<file path="src/rtl/btn_debounce_arbiter.sv">
// Debounces four direction buttons with one shared settle counter granted round-robin,
// keeps the debounced level vector and queues confirmed presses as 2-bit codes.
module btn_debounce_arbiter #(
    parameter int unsigned SETTLE_CYCLES = 500000,
    parameter int unsigned CNT_W         = 19,
    parameter int unsigned FIFO_DEPTH    = 4
) (
    input  logic       clk,
    input  logic       rst_n,
    input  logic       btn_north,
    input  logic       btn_east,
    input  logic       btn_south,
    input  logic       btn_west,
    output logic [3:0] btn_level,
    output logic       any_pressed,
    output logic       evt_valid,
    output logic [1:0] evt_code,
    input  logic       evt_ready,
    output logic       busy,
    output logic       overflow,
    input  logic       ovf_clr
);
    localparam int unsigned PTR_W = $clog2(FIFO_DEPTH);
    localparam int unsigned LVL_W = PTR_W + 1;
    localparam logic [CNT_W-1:0] CNT_LAST = CNT_W'(SETTLE_CYCLES - 1);

    typedef enum logic [1:0] {IDLE = 2'd0, SETTLE = 2'd1, COMMIT = 2'd2} state_t;

    state_t           state, state_nxt;
    logic [3:0]       sync_meta, sync_lvl, pending, level_nxt;
    logic [1:0]       grant, grant_nxt, last_grant, last_grant_nxt, rr_grant;
    logic             rr_found, tgt, tgt_nxt, abort, done, push;
    logic [CNT_W-1:0] cnt, cnt_nxt;

    logic [1:0]       mem [FIFO_DEPTH];
    logic [PTR_W-1:0] wr_ptr, rd_ptr, rd_nxt;
    logic [LVL_W-1:0] fill, fill_nxt;
    logic             pop, full, push_ok, drop;
    logic [1:0]       head_nxt;

    // Two-flop synchronizers for the asynchronous raw buttons
    always_ff @(posedge clk or negedge rst_n) begin
        if (!rst_n) begin
            sync_meta <= '0;
            sync_lvl  <= '0;
        end else begin
            sync_meta <= {btn_west, btn_south, btn_east, btn_north};
            sync_lvl  <= sync_meta;
        end
    end

    assign pending = sync_lvl ^ btn_level;
    assign abort   = sync_lvl[grant] != tgt;
    assign done    = cnt == CNT_LAST;

    // First pending button after the last grant; k=4 wraps back to last_grant itself
    always_comb begin
        rr_grant = last_grant;
        rr_found = 1'b0;
        for (int k = 1; k <= 4; k++) begin
            if (!rr_found && pending[2'(int'(last_grant) + k)]) begin
                rr_grant = 2'(int'(last_grant) + k);
                rr_found = 1'b1;
            end
        end
    end

    always_ff @(posedge clk or negedge rst_n) begin
        if (!rst_n) state <= IDLE;
        else        state <= state_nxt;
    end

    always_comb begin
        state_nxt = state;
        case (state)
            IDLE:    if (rr_found) state_nxt = SETTLE;
            SETTLE:  if (abort) state_nxt = IDLE;
                     else if (done) state_nxt = COMMIT;
            COMMIT:  state_nxt = IDLE;
            default: state_nxt = IDLE;
        endcase
    end

    always_comb begin
        grant_nxt      = grant;
        tgt_nxt        = tgt;
        cnt_nxt        = cnt;
        last_grant_nxt = last_grant;
        level_nxt      = btn_level;
        push           = 1'b0;
        case (state)
            IDLE: begin
                if (rr_found) begin
                    grant_nxt = rr_grant;
                    tgt_nxt   = sync_lvl[rr_grant];
                    cnt_nxt   = '0;
                end
            end
            SETTLE: begin
                if (abort) begin
                    last_grant_nxt = grant;
                    cnt_nxt        = '0;
                end else if (!done && cnt != '1) begin
                    cnt_nxt = cnt + CNT_W'(1);
                end
            end
            COMMIT: begin
                level_nxt[grant] = tgt;
                last_grant_nxt   = grant;
                push             = tgt;
            end
            default: ;
        endcase
    end

    always_ff @(posedge clk or negedge rst_n) begin
        if (!rst_n) begin
            grant       <= '0;
            tgt         <= 1'b0;
            cnt         <= '0;
            last_grant  <= 2'd3;
            btn_level   <= '0;
            any_pressed <= 1'b0;
            busy        <= 1'b0;
        end else begin
            grant       <= grant_nxt;
            tgt         <= tgt_nxt;
            cnt         <= cnt_nxt;
            last_grant  <= last_grant_nxt;
            btn_level   <= level_nxt;
            any_pressed <= |level_nxt;
            busy        <= state_nxt != IDLE;
        end
    end

    // Event FIFO; head is registered so a push into an empty FIFO shows one cycle later
    assign pop      = evt_valid & evt_ready;
    assign full     = fill == LVL_W'(FIFO_DEPTH);
    assign push_ok  = push & (~full | pop);
    assign drop     = push & full & ~pop;
    assign rd_nxt   = pop ? rd_ptr + PTR_W'(1) : rd_ptr;
    assign fill_nxt = fill + LVL_W'(push_ok) - LVL_W'(pop);
    assign head_nxt = (push_ok && wr_ptr == rd_nxt) ? grant : mem[rd_nxt];

    always_ff @(posedge clk or negedge rst_n) begin
        if (!rst_n) begin
            for (int i = 0; i < int'(FIFO_DEPTH); i++) mem[i] <= '0;
            wr_ptr    <= '0;
            rd_ptr    <= '0;
            fill      <= '0;
            evt_valid <= 1'b0;
            evt_code  <= '0;
            overflow  <= 1'b0;
        end else begin
            if (push_ok) begin
                mem[wr_ptr] <= grant;
                wr_ptr      <= wr_ptr + PTR_W'(1);
            end
            rd_ptr    <= rd_nxt;
            fill      <= fill_nxt;
            evt_valid <= fill_nxt != '0;
            evt_code  <= head_nxt;
            if (drop)         overflow <= 1'b1;
            else if (ovf_clr) overflow <= 1'b0;
        end
    end

endmodule

</file>
<file path="config.mk">
export PLATFORM = sky130hd
export DESIGN_NAME = btn_debounce_arbiter
export DESIGN_NICKNAME = d
export VERILOG_FILES = /design/src/rtl/btn_debounce_arbiter.sv
export SDC_FILE = /design/constraint.sdc
export NUM_CORES = 1
export LEC_CHECK = 0
export CAP_MARGIN = 20
export CORE_UTILIZATION = 30
export DETAILED_ROUTE_END_ITERATION = 16
export PLACE_DENSITY = 0.51
export SYNTH_ARGS = -nofsm -noshare
export SYNTH_HDL_FRONTEND = slang
export SYNTH_SLANG_ARGS = --single-unit
</file>
<file path="constraint.sdc">
create_clock -name clk -period 3.8 [get_ports clk]
set_input_delay 0.76 -clock clk [delete_from_list [all_inputs] [get_ports clk]]
set_output_delay 0.76 -clock clk [all_outputs]
set_load 0.005 [all_outputs]
</file>
Word-level counts from Yosys, hierarchy flattened

Index checks and enable logic that the tools add are counted.

Register bits after elaboration: 59
Output and inout port bits: 10
Word-level logic and storage cells: 129

$add $sub $neg: 9
$lt $le $gt $ge: 10
Equality and inequality tests: 10
Multiplexer cells: 49
Bitwise gates (word level): 10
Reductions and logical operators: 21

Operators with widths:

| kind                  | number |
|---|---|
| $mux 19               | 3 |
| $pmux 19 s2           | 1 |
| $mux 2                | 13 |
| $add 19x1->19 const B | 1 |
| $eq 19x19->1 const B  | 1 |
| $ne 19x19->1 const B  | 1 |
| $mux 1                | 18 |
| $lt 2x4->1 const B    | 4 |
| $bmux 1 s2            | 6 |
| $add 2x1->2 const B   | 4 |
| $bwmux 8              | 1 |
| $pmux 2 s2            | 2 |
| $reduce_bool 2->1     | 4 |
| $logic_and 1x1->1     | 7 |
| $ge 3x3->1 const B    | 2 |
| $lt 2x3->1 const B    | 2 |
| $not 2->3             | 2 |
| $add 2x2->2 const B   | 2 |
| $and 1x1->1           | 4 |
| $bmux 2 s2            | 1 |
| $bwmux 4              | 1 |
| $demux 2 s2           | 1 |
| $logic_not 1->1       | 4 |
| $mux 4                | 1 |
| 20 further kinds      | 23 |

Depth between registers and ports, before layout

Gate-level depths: netlist of run 1.

Word-level depth: 17
Gate-level depth with buffers: 12
Gate-level depth less buffers: 11

Least setup slack after synthesis of run 1

OpenSTA, ideal clock, no wires.

Path kind: input to register
Start point: input evt_ready
End point: register evt_valid
Setup time: 0.131 ns
Arrival time: 2.770 ns
Data required time: 3.669 ns
Path slack: 0.898 ns
Stages: 12
Path through: nand2_1 -> nand3_1 -> nor2b_1 -> clkbuf_1 -> inv_1 -> ha_1 -> inv_1 -> ha_1 -> fa_1 -> xnor2_1 -> xnor2_1 -> or3_1

Longest elaborated chain between the ends: 6

Ends and longest elaborated chain:

| element              | RTL line | source |
|---|---|---|
| from (decl)          | 18       | `input logic evt_ready,` |
| $and 1x1->1 *        | 137      | `assign pop = evt_valid & evt_ready;` |
| $or 1x1->1           | 139      | `assign push_ok = push & (~full \| pop);` |
| $and 1x1->1          | 139      |  |
| $add 3x1->3          | 142      | `assign fill_nxt = fill + LVL_W'(push_ok) - LVL_W'(pop);` |
| $sub 3x1->3 *        | 142      |  |
| net fill_nxt[2]      | 37       | `logic [LVL_W-1:0] fill, fill_nxt;` |
| $reduce_bool 3->1 *  | 161      | `evt_valid <= fill_nxt != '0;` |
| to (signal assigned) | 151      | `evt_valid <= 1'b0;` |
| to (signal assigned) | 161      |  |
| to (decl)            | 16       | `output logic evt_valid,` |

Mark *: on every way through the listed nets, which the timed path passes. The rest lies on a longest branch.
A chain may end at the register's enable or synchronous reset.

Worst setup path in the final report of run 1

Same ends and word-level chain as after synthesis.

==> metrics.md, run 1 <==
| Metric | Value |
|---|---|
| Critical R2R Launch | state[1]$_DFF_PN0_ |
| Min-delay worst type | reg -> reg |
| Synth-to-Final Area Change | 19.4% |
| Power consumption | around 2.1 mW |
| Reg2Reg Setup Slack | 1120 ps |
| Ys async rst share | 1.00 |
| DRC | 0 |
| Total of flip-flops plus latches after synthesis | between 50 and 60 |
| Max Clock Freq | 346 MHz |
| Mux contribution to synthesized area | 0.0918 |
| Clock Power Share | 0.363 |
| Sequential standard cell area | 1480 sq um |
| Int Pwr | 1.45 mW |
| Post-Synth Simple-Gate Area | 0.179 |
| Max_slew headroom | 0.574 |
| Setup crit end kind | flop |
| Die Width | ~100 microns |
| Initial antenna violation count | 0 |
| Core Box Area | 9330 sq um |
| Nets | around 310 |
| Via count | ~2100 |
| Unrepaired setup endpoints after global routing | no |
| Post-synthesis xor/xnor area fraction | 0.0476 |
| Maximum vdd drop | 0.000178 V |
| Sequential area share after synthesis | 0.507 |
| Initial core utilization | 0.313 |
| Most common cell after layout, fill and taps aside | dfrtp_1 |
| Startpoint types | input pin |
| DR WL/cell | approximately 13 microns |
| CP Class | in -> reg |
| Least-Margin Pin Slew | around 640 ps |
| Critical path arrival | roughly 3100 ps |
| Post-synth cell types | 46 |
| Number of I/O pins | 18 |
| Mapped Cells | 269 |
| Largest net degree at the start of global routing | 29 |
| Final antenna-violating net count | 0 |
| Inserted Clock Buffers | 9 |
| Synth Flop Type | dfrtp_1 |
| Latest clock arrival within the worst-skew pair | roughly 340 ps |
| Final period util | 0.762 |
| Final Wtd Congestion | 0.763 |
| Slew Viols, Final | 0 |
| Global-route wire length before repair | 9870 microns |
| Final wirelength | 5650 microns |
| Final min period | 2890 ps |
| Ant diodes | 0 |
| Total GRT Usage | 0.125 |
| Sw frac | 0.308 |
| Synth Net Count | 285 |
| Max-Cap Viols | 0 |
| Fillers | 900 |
| Outcome | completed |
| Layout cell share with drive strength beyond 1 | 0.164 |
| Compound-gate portion of the synthesized area | 0.105 |
| Commonest non-fill, non-tap cells in the layout | dfrtp_1 (57), nand2_1 (28), mux2_2 (16), clkdlybuf4s50_1 (16), nand3_1 (15) |
| Die Y | 101 microns |
| Final Hold Fails | 0 |
| Vias per std cell | 4.89 |
| Maximum clock path buffer count | 2 |
| Port bufs | 17 |
| Power per Cell Area | approximately 600 nW/um^2 |
| Post-synth EDFFs | 0 |
| Synth warnings | 0 |
| Beginning of the worst hold path | sync_meta[2]$_DFF_PN0_ |
| Final setup vio count | 0 |
| Die area | around 10000 sq um |
| Crit Path Max Fanout | 3 |
| CTS tree | built |
| CTS H-tree depth | 3 |
| Grt ovf | 0 |
| Clock-pin slew on the worst setup and hold paths | 80 ps |
| Starting DRC count in detailed routing | about 70 |
| Post-route setup TNS | 0 ps |
| Cts repair resizes | 0 |
| DRT Pass-1 Iters | 4 |
| CTS sink cnt | between 50 and 60 |
| Post-synthesis adder-cell area fraction | 0.0369 |
| Clock skew | 11.1 ps |
| Post-CTS Setup Inserts | 0 |
| Net switching power | between 0.6 and 0.7 mW |
| Hold Path Depth | 0 |
| Final HPWL DP | between 4000 and 5000 microns |
| Standard-cell row count | 35 |
| P_leak | 1.47 nW |
| Vias in the first global route | ~2100 |
| Syn_area_per_cell | 10.8 sq um |
| Root Buffer | clkbuf_8 |
| Mapped Area | 2920 sq um |
| Area of the multi-input gates | 1340 sq um |
| Post-CTS Hold Buffers | 0 |
| Main combinational cell family by area after synthesis | simple AND/OR/NAND/NOR gates |
| Hold Path End | sync_lvl[2]$_DFF_PN0_ |
| Reg2Reg Depth | 11 |
| FF-to-FF End | evt_valid$_DFF_PN0_ |
| Combinational Power Share | 0.244 |
| Sequential share of power | 0.393 |
| Data required, critical path | ~4000 ps |
[final cells by class]
cell class              count  share of cell area
inverters                  13              0.0140
clock buffers               9              0.0356
multi-input cells         190               0.386
repair buffers             20              0.0539
clock inverters             7              0.0399
well taps                 129              0.0464
flip-flops and latches     59               0.425
[how the worst max path moves through the flow]
stage | slack (ps) | endpoint | startpoint
finish | 910 | evt_valid$_DFF_PN0_ | evt_ready
global route | 770 | evt_valid$_DFF_PN0_ | evt_ready
CTS | 900 | evt_valid$_DFF_PN0_ | evt_ready
detailed placement | 550 | evt_valid$_DFF_PN0_ | evt_ready
global placement | 590 | evt_valid$_DFF_PN0_ | evt_ready
floorplan | 900 | evt_valid$_DFF_PN0_ | evt_ready
[flip-flops by register name, indices dropped and copies added (netlist names), 2 cells and up]
signal      flops
cnt            19
mem             8
btn_level       4
sync_lvl        4
sync_meta       4
fill            3
evt_code        2
grant           2
last_grant      2
rd_ptr          2
state           2
wr_ptr          2
[routing by layer]
layer | up-vias | share of wire | global-route usage
met5 | - | 0 | 0
met1 | 1029 | 0.49 | 0.170
li1 | 1020 | - | -
met3 | 10 | 0.037 | 0.0333
met4 | 0 | 0.015 | 0.0468
met2 | 31 | 0.46 | 0.191
[cell usage after synthesis, drive strengths merged, types with 2 or more instances]
library cell / count / area, sq um
dfrtp: 57 / 1430
nand2: 28 / 105
o21ai: 17 / 96.4
mux2: 16 / 180
nand3: 15 / 75.1
inv: 13 / 48.8
a21oi: 12 / 60.1
nor2: 12 / 45.0
xnor2: 12 / 113
ha: 7 / 87.6
o31ai: 7 / 52.6
or4: 7 / 52.6
or3: 6 / 37.5
and4: 4 / 35.0
clkbuf: 4 / 15.0
nand2b: 4 / 27.5
nand4: 4 / 25.0
nor3: 4 / 20.0
o211ai: 4 / 30.0
and2: 3 / 21.3
buf: 3 / 30.0
mux4: 3 / 67.6
nor2b: 3 / 18.8
or2: 3 / 18.8
xor2: 3 / 26.3
dfstp: 2 / 52.6
mux2i: 2 / 20.0
nor4b: 2 / 17.5
[through the flow]
step	setup slack (ps)	utilization	instance area [sq um]	hold WS, ps	std cells
floorplan	898	-	2920	331	269
global placement	587	0.345	3220	335	411
detailed placement	546	0.345	3220	335	411
CTS	904	0.373	3480	344	427
global route	772	0.373	3480	357	427
finish	906	0.373	3480	343	427
[kinds of logic after synthesis]
| group | count (synthesis) |
|---|---|
| AND/OR/NAND/NOR | 98 |
| flip-flops | 59 |
| AO/OA/AOI/OAI | 48 |
| multiplexers | 21 |
| buffers and inverters | 20 |
| XOR/XNOR | 15 |
| adder cells (fa/ha/maj) | 8 |
[critical path: stages]
cell and delay, ps:
clkdlybuf4s50_1 480, nand2_1 90, nand3_1 110, nor2b_1 170, inv_1 60, ha_1 260, inv_1 40, ha_1 180
fa_1 370, xnor2_1 140, xnor2_1 130, or3_1 300
[power groups by stage]
stage	combinational, mW	clock (mW)	sequential, mW
final	0.512	0.761	0.825
after global routing	0.577	0.812	0.845
after CTS	0.525	0.785	0.827
after detailed placement	0.524	0	0.839
after global placement	0.518	0	0.838
after floorplan	0.441	0	0.793
Power figures use the tool's default switching activity.
==> inputs of run 2 (changes only) <==
- PLACE_DENSITY: 0.51 -> 0.53
- clock period: 3.8 -> 2.4 ns (I/O delays scaled with it)
==> run 2 against run 1 <==
  * Sequential power rose by 52%
  * Design area grew 3.8%
  * Largest cell class unchanged
  * Sequential cell count unchanged
  * Die area stayed put
  * Via count rose by 1.7%
  * Worst setup slack lost 800 ps
  * Count of clock-buffer cells in the layout is 3 higher
  * First-iteration DRC count up 44%
  * Non-clock buffer count increased by 19
  * Power rose by 58%
  * Cell count rose by 4.4%
  * Wire length increased by 1.7%
==> metrics.md, run 2 (same netlist as run 1, synthesis figures left out) <==
| Metric | Value |
|---|---|
| Net switching power | 1.07 mW (was 0.646 mW) |
| Global-route wire length before repair | 10100 microns (was 9870 microns) |
| Int Pwr | 2.25 mW (was 1.45 mW) |
| Final antenna-violating net count | 0 (unchanged) |
| Placed cell areas | 3360 sq um (was 3220 sq um) |
| Nets | 328 (was 309) |
| Die Width | 101 microns (unchanged) |
| Max reg flops | 19 (unchanged) |
| Via count | 2126 (was 2090) |
| Min-delay worst type | in -> async (was reg -> reg) |
| Sequential share of power | 0.377 (was 0.393) |
| Root Buffer | clkbuf_8 (unchanged) |
| Max_slew headroom | 0.640 (was 0.574) |
| Port bufs | 17 (unchanged) |
| Setup crit end kind | flop (unchanged) |
| Critical path arrival | 2510 ps (was 3100 ps) |
| Final WS setup | 104 ps (was 906 ps) |
| Clock-pin slew on the worst setup and hold paths | 70 ps (was 80 ps) |
| Sw frac | 0.323 (was 0.308) |
| Layout cell share with drive strength beyond 1 | 0.237 (was 0.164) |
| DRC | 0 (unchanged) |
| Final HPWL DP | 4000 microns (about the same) |
| Outcome | completed (unchanged) |
| Power per Cell Area | 917 nW/um^2 (was 603 nW/um^2) |
| Final min period | between 2000 and 2500 ps |
| Initial core utilization | 0.313 (unchanged) |
| Final wirelength | 5740 microns (was 5650 microns) |
| Startpoint types | flop (was input pin) |
| Crit Path Max Fanout | 2 (was 3) |
| CTS sink cnt | 59 (unchanged) |
| Least-Margin Pin Slew | 536 ps (was 636 ps) |
| Maximum vdd drop | 0.000398 V (was 0.000178 V) |
| CTS tree | built (unchanged) |
| Max-Cap Viols | 0 (unchanged) |
| Number of I/O pins | 18 (unchanged) |
| Synth-to-Final Area Change | 24.0% (was 19.4%) |
| Clock skew | 6.62 ps (was 11.1 ps) |
| Power consumption | 3.32 mW (was 2.10 mW) |
| Data required, critical path | 2620 ps (was 4010 ps) |
| Regs by FF count | cnt: 19 flops, mem: 8 flops (unchanged) |
| Slew Viols, Final | 0 (unchanged) |
| Post-route setup TNS | 0 ps (unchanged) |
| Largest net degree at the start of global routing | 60 (was 29) |
| Starting DRC count in detailed routing | 98 (was 68) |
| Clock Power Share | 0.286 (was 0.363) |
| Vias in the first global route | 2133 (was 2060) |
| Die Y | 101 microns (unchanged) |
| Post-Place Setup Slack | -498 ps (was 546 ps) |
| Vias per std cell | 4.77 (was 4.89) |
| Largest Register | cnt (unchanged) |
| Latest clock arrival within the worst-skew pair | 330 ps (was 340 ps) |
| Standard-cell row count | 35 (unchanged) |
| Final period util | 0.957 |
| Ant diodes | 0 (unchanged) |
| Combinational Power Share | 0.337 (was 0.244) |
| Post-Layout Inst Area | 3620 sq um (was 3480 sq um) |
| Inserted Clock Buffers | 9 (unchanged) |
| P_leak | 1.55 nW (was 1.47 nW) |
| Grt ovf | 0 (unchanged) |
| Max Clock Freq | around 440 MHz |
| Most common cell after layout, fill and taps aside | dfrtp_1 (unchanged) |
| DRT Pass-1 Iters | 4 (unchanged) |
| Die area | 10100 sq um (unchanged) |
| Initial antenna violation count | 0 (unchanged) |
| CTS H-tree depth | 3 (unchanged) |
| Final Wtd Congestion | 0.742 (was 0.763) |
| Commonest non-fill, non-tap cells in the layout | dfrtp_1 (57), nand2_1 (27), buf_4 (21) (was dfrtp_1 (57), nand2_1 (28), mux2_2 (16), clkdlybuf4s50_1 (16), nand3_1 (15)) |
| Final Hold Slack | 140 ps (was 343 ps) |
| Final setup vio count | 0 (unchanged) |
| Final Hold Fails | 0 (unchanged) |
| CP Class | reg -> reg (was in -> reg) |
| Maximum clock path buffer count | 2 (unchanged) |
| DR WL/cell | 12.9 microns (was 13.2 microns) |
| Core Box Area | 9330 sq um (unchanged) |
| Total GRT Usage | 0.130 (was 0.125) |
## run 2: cell types whose count changed in the layout (fill, tap and decap cells not counted), sizes merged
cell	delta
buf	+19
inv	-1
clkinvlp	+1
clkbuf	+3
clkdlybuf4s50	-1
dlygate4sd2	+1
bufinv	-3
## run 2: routing by layer
layer	track usage	up-vias	part of all wire
li1	-	1049	-
met1	0.163	1024	0.49
met2	0.208	48	0.46
met3	0.0395	5	0.037
met4	0.0535	0	0.011
met5	0	-	0
## run 2: power by group through the flow
stage | registers (mW) | logic [mW] | clock network, mW
global route | 1.27 | 1.26 | 1.04
floorplan | 1.26 | 0.701 | 0
global placement | 1.26 | 1.02 | 0
finish | 1.25 | 1.12 | 0.948
detailed placement | 1.27 | 1.03 | 0
CTS | 1.25 | 1.09 | 0.994
## run 2: what timing repair did
action                                  CTS  global route
cloned                                    0             0
setup buffers                             1             2
gates resized for setup                   6             1
endpoints found under the setup margin    1             1
pin swaps                                 3             3
hold buffers                              0             0
## run 2: critical path, stage by stage (launching register included)
cell and delay (ps):
dfrtp_1 380, nor2b_2 130, nand2_2 100, nor2b_4 120
inv_1 50, ha_1 260, inv_1 40, ha_2 160
fa_2 350, xnor2_2 140, xnor2_1 140, or3_1 300
## run 2: cell type report
type	instances	area, sq um
Timing Repair Buffer	39	342
Tap cell	129	161
Clock buffer	12	165
Sequential cell	59	1480
Clock inverter	4	47.5
Fill cell	901	5710
Multi-Input combinational cell	190	1370
Inverter	13	48.8
## run 2: final timing paths
check | cells past startpoint | startpoint | to | slack [ps]
hold reg to reg | 0 | sync_meta[3]$_DFF_PN0_ | sync_lvl[3]$_DFF_PN0_ | 340
max in group asynchronous | 2 | rst_n | last_grant[0]$_DFFE_PN1P_ | 1950
min in group clk | 0 | sync_meta[3]$_DFF_PN0_ | sync_lvl[3]$_DFF_PN0_ | 340
setup reg to reg | 11 | state[0]$_DFF_PN0_ | evt_valid$_DFF_PN0_ | 100
hold / removal | 2 | rst_n | wr_ptr[0]$_DFFE_PN0P_ | 140
setup / recovery | 11 | state[0]$_DFF_PN0_ | evt_valid$_DFF_PN0_ | 100
## run 2: stage by stage
step                 util  cells
floorplan               -    269
global placement    0.360    427
detailed placement  0.360    427
CTS                 0.386    444
global route        0.388    446
finish              0.388    446
==> inputs of run 3 (changes only) <==
--- a/config.mk
+++ b/config.mk
@@ -11,2 +11,3 @@
 export PLACE_DENSITY = 0.53
+export SLEW_MARGIN = 10
 export SYNTH_ARGS = -nofsm -noshare
--- a/constraint.sdc
+++ b/constraint.sdc
@@ -3,2 +3,2 @@
 set_output_delay 0.48 -clock clk [all_outputs]
-set_load 0.005 [all_outputs]
+set_load 0.01 [all_outputs]
==> results of run 3 <==
Same layout as run 2 (identical final DEF). Status: completed.
